==> config.mk <==
export PLATFORM = sky130hd
export DESIGN_NAME = mem_port_master_flat
export DESIGN_NICKNAME = d
export VERILOG_FILES = /design/src/rtl/mem_port_master_if.sv /design/src/rtl/mem_port_master.sv /design/src/flat_wrapper.sv
export SDC_FILE = /design/constraint.sdc
export NUM_CORES = 1
export LEC_CHECK = 0
export BUFFER_PORTS_ARGS = -buffer_cell sky130_fd_sc_hd__buf_2
export CORE_MARGIN = 2
export CORE_UTILIZATION = 45
export DETAILED_ROUTE_END_ITERATION = 10
export PLACE_DENSITY = 0.71
export SKIP_LAST_GASP = 1
export SYNTH_ARGS = -nofsm -noshare
export SYNTH_HDL_FRONTEND = slang
export SYNTH_SLANG_ARGS = --single-unit
==> constraint.sdc <==
create_clock -name Clk -period 2.9 [get_ports Clk]
set_input_delay 0.87 -clock Clk [delete_from_list [all_inputs] [get_ports Clk]]
set_output_delay 0.87 -clock Clk [all_outputs]
set_load 0.02 [all_outputs]
==> src/rtl/mem_port_master_if.sv <==
// Datapath request/response channels and memory pins for mem_port_master.
// The master modport is the initiator's view. The slave modport is the environment's view.
interface mem_port_master_if;
  logic        ReqValid;
  logic        ReqReady;
  logic        ReqWrite;
  logic [1:0]  ReqSize;
  logic        ReqSigned;
  logic [31:0] ReqAddr;
  logic [31:0] ReqWData;
  logic        RespValid;
  logic        RespReady;
  logic [31:0] RespData;
  logic        RespErr;
  logic [31:0] MemAddress;
  logic [31:0] MemWriteData;
  logic        MemWriteEnable;
  logic        MemRead;
  logic [31:0] MemData;

  modport master (
    input  ReqValid, ReqWrite, ReqSize, ReqSigned, ReqAddr, ReqWData, RespReady, MemData,
    output ReqReady, RespValid, RespData, RespErr, MemAddress, MemWriteData,
           MemWriteEnable, MemRead
  );

  modport slave (
    output ReqValid, ReqWrite, ReqSize, ReqSigned, ReqAddr, ReqWData, RespReady, MemData,
    input  ReqReady, RespValid, RespData, RespErr, MemAddress, MemWriteData,
           MemWriteEnable, MemRead
  );
endinterface

==> src/rtl/mem_port_master.sv <==
// Load/store initiator for a word-wide memory. Sub-word stores use read-modify-write.
// The block allows one outstanding request. Responses carry extended load data and an error flag.
module mem_port_master #(
  parameter int MEM_DEPTH    = 513,
  parameter bit WORD_INDEXED = 1'b1
) (
  input  logic               Clk,
  input  logic               Reset_n,
  mem_port_master_if.master  bus
);

  typedef enum logic [1:0] {IDLE, RD, WR, RESP} state_e;

  localparam logic [1:0]  SZ_BYTE = 2'd0;
  localparam logic [1:0]  SZ_HALF = 2'd1;
  localparam logic [1:0]  SZ_WORD = 2'd2;
  localparam logic [31:0] DEPTH_W = 32'(MEM_DEPTH);

  state_e      state_q;
  logic        req_ready_q;
  logic        resp_valid_q, resp_err_q;
  logic [31:0] resp_data_q;
  logic        mem_read_q, mem_we_q;
  logic [31:0] mem_addr_q, mem_wdata_q;
  logic        write_q, signed_q;
  logic [1:0]  size_q, off_q;
  logic [31:0] wdata_q;

  logic        err_d;
  logic [31:0] mem_addr_d;
  logic [4:0]  lane_shift;
  logic [31:0] shifted, lane_mask, load_d, merge_d;

  // Request decode: error classification and the memory address format.
  always_comb begin
    // NOTE: every always_comb output gets a default first, so no path can infer a latch.
    err_d = 1'b0;
    case (bus.ReqSize)
      SZ_HALF: err_d = bus.ReqAddr[0];
      SZ_WORD: err_d = (bus.ReqAddr[1:0] != 2'b00);
      SZ_BYTE: err_d = 1'b0;
      default: err_d = 1'b1;
    endcase
    if ({2'b00, bus.ReqAddr[31:2]} >= DEPTH_W) err_d = 1'b1;
    mem_addr_d = WORD_INDEXED ? {2'b00, bus.ReqAddr[31:2]} : {bus.ReqAddr[31:2], 2'b00};
  end

  // Lane extraction for loads and lane merging for sub-word stores. Lanes are little-endian.
  always_comb begin
    lane_shift = {off_q, 3'b000};
    shifted    = bus.MemData >> lane_shift;
    load_d     = bus.MemData;
    lane_mask  = 32'hFFFF_FFFF;
    case (size_q)
      SZ_BYTE: begin
        load_d    = {{24{signed_q & shifted[7]}}, shifted[7:0]};
        lane_mask = 32'h0000_00FF << lane_shift;
      end
      SZ_HALF: begin
        load_d    = {{16{signed_q & shifted[15]}}, shifted[15:0]};
        lane_mask = 32'h0000_FFFF << lane_shift;
      end
      default: ;
    endcase
    merge_d = (bus.MemData & ~lane_mask) | ((wdata_q << lane_shift) & lane_mask);
  end

  // NOTE: sequential state uses non-blocking assignments only, so every register samples pre-edge values.
  always_ff @(posedge Clk) begin
    if (!Reset_n) begin
      state_q      <= IDLE;
      req_ready_q  <= 1'b1;
      resp_valid_q <= 1'b0;
      resp_err_q   <= 1'b0;
      resp_data_q  <= '0;
      mem_read_q   <= 1'b0;
      mem_we_q     <= 1'b0;
      mem_addr_q   <= '0;
      mem_wdata_q  <= '0;
      write_q      <= 1'b0;
      signed_q     <= 1'b0;
      size_q       <= SZ_BYTE;
      off_q        <= 2'b00;
      wdata_q      <= '0;
    end else begin
      case (state_q)
        IDLE: if (bus.ReqValid && req_ready_q) begin
          req_ready_q <= 1'b0;
          write_q     <= bus.ReqWrite;
          signed_q    <= bus.ReqSigned;
          size_q      <= bus.ReqSize;
          off_q       <= bus.ReqAddr[1:0];
          wdata_q     <= bus.ReqWData;
          if (err_d) begin
            resp_valid_q <= 1'b1;
            resp_err_q   <= 1'b1;
            resp_data_q  <= '0;
            state_q      <= RESP;
          end else if (!bus.ReqWrite || bus.ReqSize != SZ_WORD) begin
            mem_read_q <= 1'b1;
            mem_addr_q <= mem_addr_d;
            state_q    <= RD;
          end else begin
            mem_we_q    <= 1'b1;
            mem_addr_q  <= mem_addr_d;
            mem_wdata_q <= bus.ReqWData;
            state_q     <= WR;
          end
        end
        RD: begin
          mem_read_q <= 1'b0;
          if (write_q) begin
            mem_we_q    <= 1'b1;
            mem_wdata_q <= merge_d;
            state_q     <= WR;
          end else begin
            mem_addr_q   <= '0;
            resp_valid_q <= 1'b1;
            resp_err_q   <= 1'b0;
            resp_data_q  <= load_d;
            state_q      <= RESP;
          end
        end
        WR: begin
          mem_we_q     <= 1'b0;
          mem_addr_q   <= '0;
          mem_wdata_q  <= '0;
          resp_valid_q <= 1'b1;
          resp_err_q   <= 1'b0;
          resp_data_q  <= '0;
          state_q      <= RESP;
        end
        RESP: if (bus.RespReady) begin
          resp_valid_q <= 1'b0;
          resp_err_q   <= 1'b0;
          resp_data_q  <= '0;
          req_ready_q  <= 1'b1;
          state_q      <= IDLE;
        end
        default: state_q <= IDLE;
      endcase
    end
  end

  // Gating with Reset_n guarantees that no strobe or ready is seen while reset is held.
  assign bus.ReqReady       = req_ready_q & Reset_n;
  assign bus.MemRead        = mem_read_q & Reset_n;
  assign bus.MemWriteEnable = mem_we_q & Reset_n;
  assign bus.MemAddress     = mem_addr_q;
  assign bus.MemWriteData   = mem_wdata_q;
  assign bus.RespValid      = resp_valid_q;
  assign bus.RespData       = resp_data_q;
  assign bus.RespErr        = resp_err_q;

endmodule

==> src/flat_wrapper.sv <==
// flat-port wrapper written by rule: the top's interface ports become plain ports
module mem_port_master_flat 
#(
  parameter int MEM_DEPTH    = 513,
  parameter bit WORD_INDEXED = 1'b1
)
  (Clk, Reset_n, bus_ReqValid, bus_ReqWrite, bus_ReqSize, bus_ReqSigned, bus_ReqAddr, bus_ReqWData, bus_RespReady, bus_MemData, bus_ReqReady, bus_RespValid, bus_RespData, bus_RespErr, bus_MemAddress, bus_MemWriteData, bus_MemWriteEnable, bus_MemRead);
  mem_port_master_if bus_i ();
  input  logic Clk;
  input  logic Reset_n;
  input wire logic [$bits(bus_i.ReqValid)-1:0] bus_ReqValid;
  input wire logic [$bits(bus_i.ReqWrite)-1:0] bus_ReqWrite;
  input wire logic [$bits(bus_i.ReqSize)-1:0] bus_ReqSize;
  input wire logic [$bits(bus_i.ReqSigned)-1:0] bus_ReqSigned;
  input wire logic [$bits(bus_i.ReqAddr)-1:0] bus_ReqAddr;
  input wire logic [$bits(bus_i.ReqWData)-1:0] bus_ReqWData;
  input wire logic [$bits(bus_i.RespReady)-1:0] bus_RespReady;
  input wire logic [$bits(bus_i.MemData)-1:0] bus_MemData;
  output wire logic [$bits(bus_i.ReqReady)-1:0] bus_ReqReady;
  output wire logic [$bits(bus_i.RespValid)-1:0] bus_RespValid;
  output wire logic [$bits(bus_i.RespData)-1:0] bus_RespData;
  output wire logic [$bits(bus_i.RespErr)-1:0] bus_RespErr;
  output wire logic [$bits(bus_i.MemAddress)-1:0] bus_MemAddress;
  output wire logic [$bits(bus_i.MemWriteData)-1:0] bus_MemWriteData;
  output wire logic [$bits(bus_i.MemWriteEnable)-1:0] bus_MemWriteEnable;
  output wire logic [$bits(bus_i.MemRead)-1:0] bus_MemRead;
  assign bus_i.ReqValid = bus_ReqValid;
  assign bus_i.ReqWrite = bus_ReqWrite;
  assign bus_i.ReqSize = bus_ReqSize;
  assign bus_i.ReqSigned = bus_ReqSigned;
  assign bus_i.ReqAddr = bus_ReqAddr;
  assign bus_i.ReqWData = bus_ReqWData;
  assign bus_i.RespReady = bus_RespReady;
  assign bus_i.MemData = bus_MemData;
  assign bus_ReqReady = bus_i.ReqReady;
  assign bus_RespValid = bus_i.RespValid;
  assign bus_RespData = bus_i.RespData;
  assign bus_RespErr = bus_i.RespErr;
  assign bus_MemAddress = bus_i.MemAddress;
  assign bus_MemWriteData = bus_i.MemWriteData;
  assign bus_MemWriteEnable = bus_i.MemWriteEnable;
  assign bus_MemRead = bus_i.MemRead;
  mem_port_master #(.MEM_DEPTH(MEM_DEPTH), .WORD_INDEXED(WORD_INDEXED)) u_core (.Clk(Clk), .Reset_n(Reset_n), .bus(bus_i));
endmodule
==> Implementation_results.wiki <==
{| class="wikitable"
! Metric !! Value
|-
| Total power draw || 9190 µW
|-
| Grt total ovfl || 0
|-
| Detailed-routing iteration count for the pre-antenna-repair pass || 5
|-
| Die width || 133 µm
|-
| Mean Syn Cell Area || ~8.1 µm²
|-
| Detailed Place HPWL || ~17 mm
|-
| Clk pin slew, worst setup/hold paths || 60 ps
|-
| Clock tree from TritonCTS || done
|-
| Post-route cell area || 0.00936 mm²
|-
| Critical path fanouts, max || 30
|-
| Number of global-route vias before repair || approximately 7.0k
|-
| Type of element launching the critical path || register
|-
| Gate Count Post-Synth || 922
|-
| Clock sink total || roughly 140
|-
| # DRC || 0
|-
| Clock latency on the worst-skew pair || 430 ps
|-
| Number of flops mapped to enable cells by yosys || 0
|-
| Cell area after placement || roughly 0.0087 mm²
|-
| Maximum number of pins on one net before global-route repair || 106
|-
| Arrival time at the worst endpoint || 2830 ps
|-
| Buffers inserted by post-CTS timing repair || 0
|-
| Synthesis warning total || 0
|-
| Maximum buffer depth of the clock tree || 2
|-
| RePlAce Congestion || 0.902
|-
| Share of flip-flops with an asynchronous set or reset after synthesis || 0%
|-
| Number of vias per cell after detailed routing || 5.71
|-
| Num ports || 205
|-
| GRT Overall Usage || 26.6%
|-
| Share of the core filled with cells || a little under three fifths
|-
| Area Overhead vs Synth || 24.6%
|-
| Sequence of cells on the critical path || mux4_2, a31oi_2, o31ai_2, o2111ai_1, mux2i_1
|-
| Maximum resistive drop on vdd || approximately 0.00057 V
|-
| Critical path start-end classification || reg2reg
|-
| Delay of the slowest cell on the worst path || 680 ps
|-
| Period utilization || 87.1%
|-
| H-tree level count || 4
|-
| Number of nets still failing antenna checks after routing || 0
|-
| Die area || approximately 0.018 mm²
|-
| Chip Height || 133 µm
|-
| Worst hold margin || 455 ps
|-
| Post-Syn Area || 0.00751 mm²
|-
| RSZ-0062 raised after global routing || false
|-
| Root cell of the clock tree || sky130_fd_sc_hd__clkbuf_16
|-
| CTS resizes || 0
|-
| Seq/Total Area, Yosys || 37.0%
|-
| Initial Utilization || 45.6%
|-
| Capturing element type of the critical path || register
|-
| Initial antenna violation count || 2
|-
| Yosys reg bits || 139
|-
| Shortest clock period the worst path allows after layout || between 2000 and 3000 ps
|-
| Total negative slack for setup checks || 0 ps
|-
| Slew at the pin closest to its max-slew limit || 1180 ps
|-
| Areal power density over the cells || between 900 and 1000 mW/mm²
|-
| Number of standard-cell rows in the floorplan || 47
|-
| Netlist cell types || 51
|-
| Worst Path Required || 3210 ps
|-
| Number of port buffers || 202
|-
| Setup Viol. Count Final || 0
|-
| Number of nets in the final layout || 1195
|-
| Worst max-slew margin expressed relative to the limit || 20.6%
|-
| Primary flip-flop cell chosen by synthesis mapping || sky130_fd_sc_hd__dfxtp_1
|-
| Most frequent cells in the layout || sky130_fd_sc_hd__buf_2, sky130_fd_sc_hd__nand2_1, sky130_fd_sc_hd__dfxtp_1, sky130_fd_sc_hd__a21oi_1, sky130_fd_sc_hd__mux2i_1
|-
| Result of the run || complete, no violations
|-
| Leak Pwr || 0.00438 µW
|-
| Number of buffers added by the clock tree synthesis step || 17
|-
| Count of final max-slew check failures || 0
|-
| Wire length per cell || around 18 µm
|-
| Fraction of layout instances using a drive strength above 1 || 26.5%
|-
| Wire length of the first global-routing pass || 37.6 mm
|-
| Hold Vio Cnt, Final || 0
|-
| Path category of the worst min-delay check || reg2reg
|-
| Leading cell type in the layout, fill and taps excluded || sky130_fd_sc_hd__buf_2
|-
| Drt initial violations || 596
|-
| Max-cap check violation count || 0
|-
| CTS Hold Buffers Added || 0
|-
| Detailed-route wire length || 23.6 mm
|-
| Crit-path slowest cell || sky130_fd_sc_hd__dfxtp_2
|-
| Placeable Area || 0.0165 mm²
|-
| Post-Route Skew || 6.03 ps
|-
| Highest Clock Rate || around 400 MHz
|-
| Via count || 7537
|}
## sequential cells by signal, indices dropped and copies added, names as in the netlist
name / cells
u_core.bus.RespErr: 1
u_core.write_q: 1
u_core.wdata_q: 32
u_core.bus.MemAddress: 30
u_core.bus.RespValid: 1
u_core.req_ready_q: 1
u_core.state_q: 2
u_core.off_q: 2
u_core.mem_read_q: 1
u_core.bus.RespData: 32
u_core.size_q: 2
u_core.bus.MemWriteData: 32
u_core.signed_q: 1
u_core.mem_we_q: 1
## routing by layer
metal  share of wire [%]  GRT usage (%)  vias up
met5               0.055              0        -
li1                    -              -     3638
met2                  44           40.8      338
met4                 2.9           10.8        2
met1                  44           35.9     3510
met3                 8.8           6.81       49
## worst max-delay path, delay by kind of cell, from the launching register on
| kind | cells | cell delay [ps] |
|---|---|---|
| muxes | 2 | 700 |
| AOI/OAI and AO/OA | 3 | 1020 |
| DFF | 1 | 680 |
## cell families after synthesis
group                      synth area share, %
adders and majority gates                0.666
DFF                                       37.0
and+or+nand+nor                           17.3
other                                   0.0499
buffers and inverters                     5.73
muxes                                     15.0
AOI/OAI and AO/OA                         24.3
## area by class of cell
class                   count  area [µm²]
flip-flops and latches    139        2790
clock buffers              19         443
multi-input cells         677        4310
inverters                  19        71.3
clock inverters            13         190
repair buffers            233        1280
well taps                 220         275
diodes                      1        2.50
fillers                  1572        7100
## power by group
group / switching, µW / internal (µW) / total [µW] / leakage (µW)
clock network: 877 / 1470 / 2350 / 0.000297
logic: 2590 / 1560 / 4140 / 0.00295
registers: 316 / 2380 / 2700 / 0.00113
## Yosys cell counts, types with 9 or more instances
library cell	number	area (µm²)
sky130_fd_sc_hd__nand2_1	198	743
sky130_fd_sc_hd__dfxtp_1	139	2780
sky130_fd_sc_hd__a21oi_1	112	561
sky130_fd_sc_hd__mux2i_1	92	921
sky130_fd_sc_hd__clkbuf_1	63	236
sky130_fd_sc_hd__a41o_1	31	310
sky130_fd_sc_hd__nor2_1	27	101
sky130_fd_sc_hd__o21ai_0	25	125
sky130_fd_sc_hd__nor2b_1	20	125
sky130_fd_sc_hd__and2_1	19	119
sky130_fd_sc_hd__inv_1	17	63.8
sky130_fd_sc_hd__buf_2	14	70.1
sky130_fd_sc_hd__mux2_2	14	158
sky130_fd_sc_hd__a31oi_1	10	62.6
sky130_fd_sc_hd__nand3_1	10	50.1
sky130_fd_sc_hd__o2111ai_1	10	87.6
sky130_fd_sc_hd__a211o_1	9	78.8
sky130_fd_sc_hd__a2bb2oi_1	9	78.8
sky130_fd_sc_hd__o211ai_1	9	67.6
## stage by stage
step,std cells,setup WS [ps]
4_1_cts,1320,424
3_5_place_dp,1288,-18.5
5_1_grt,1320,130
6_report,1321,373
2_1_floorplan,923,120
3_3_place_gp,1288,19.0
## final timing paths
kind	slack [ps]	start	cells after the start	end
worst max-delay path	370	u_core.off_q[0]	5	u_core.bus.RespData[23]
worst min-delay path	460	u_core.bus.MemWriteData[6]	2	u_core.bus.MemWriteData[6]
worst max register to register	370	u_core.off_q[0]	5	u_core.bus.RespData[23]
worst min register to register	460	u_core.bus.MemWriteData[6]	2	u_core.bus.MemWriteData[6]
(Power assumes the default switching activity.)
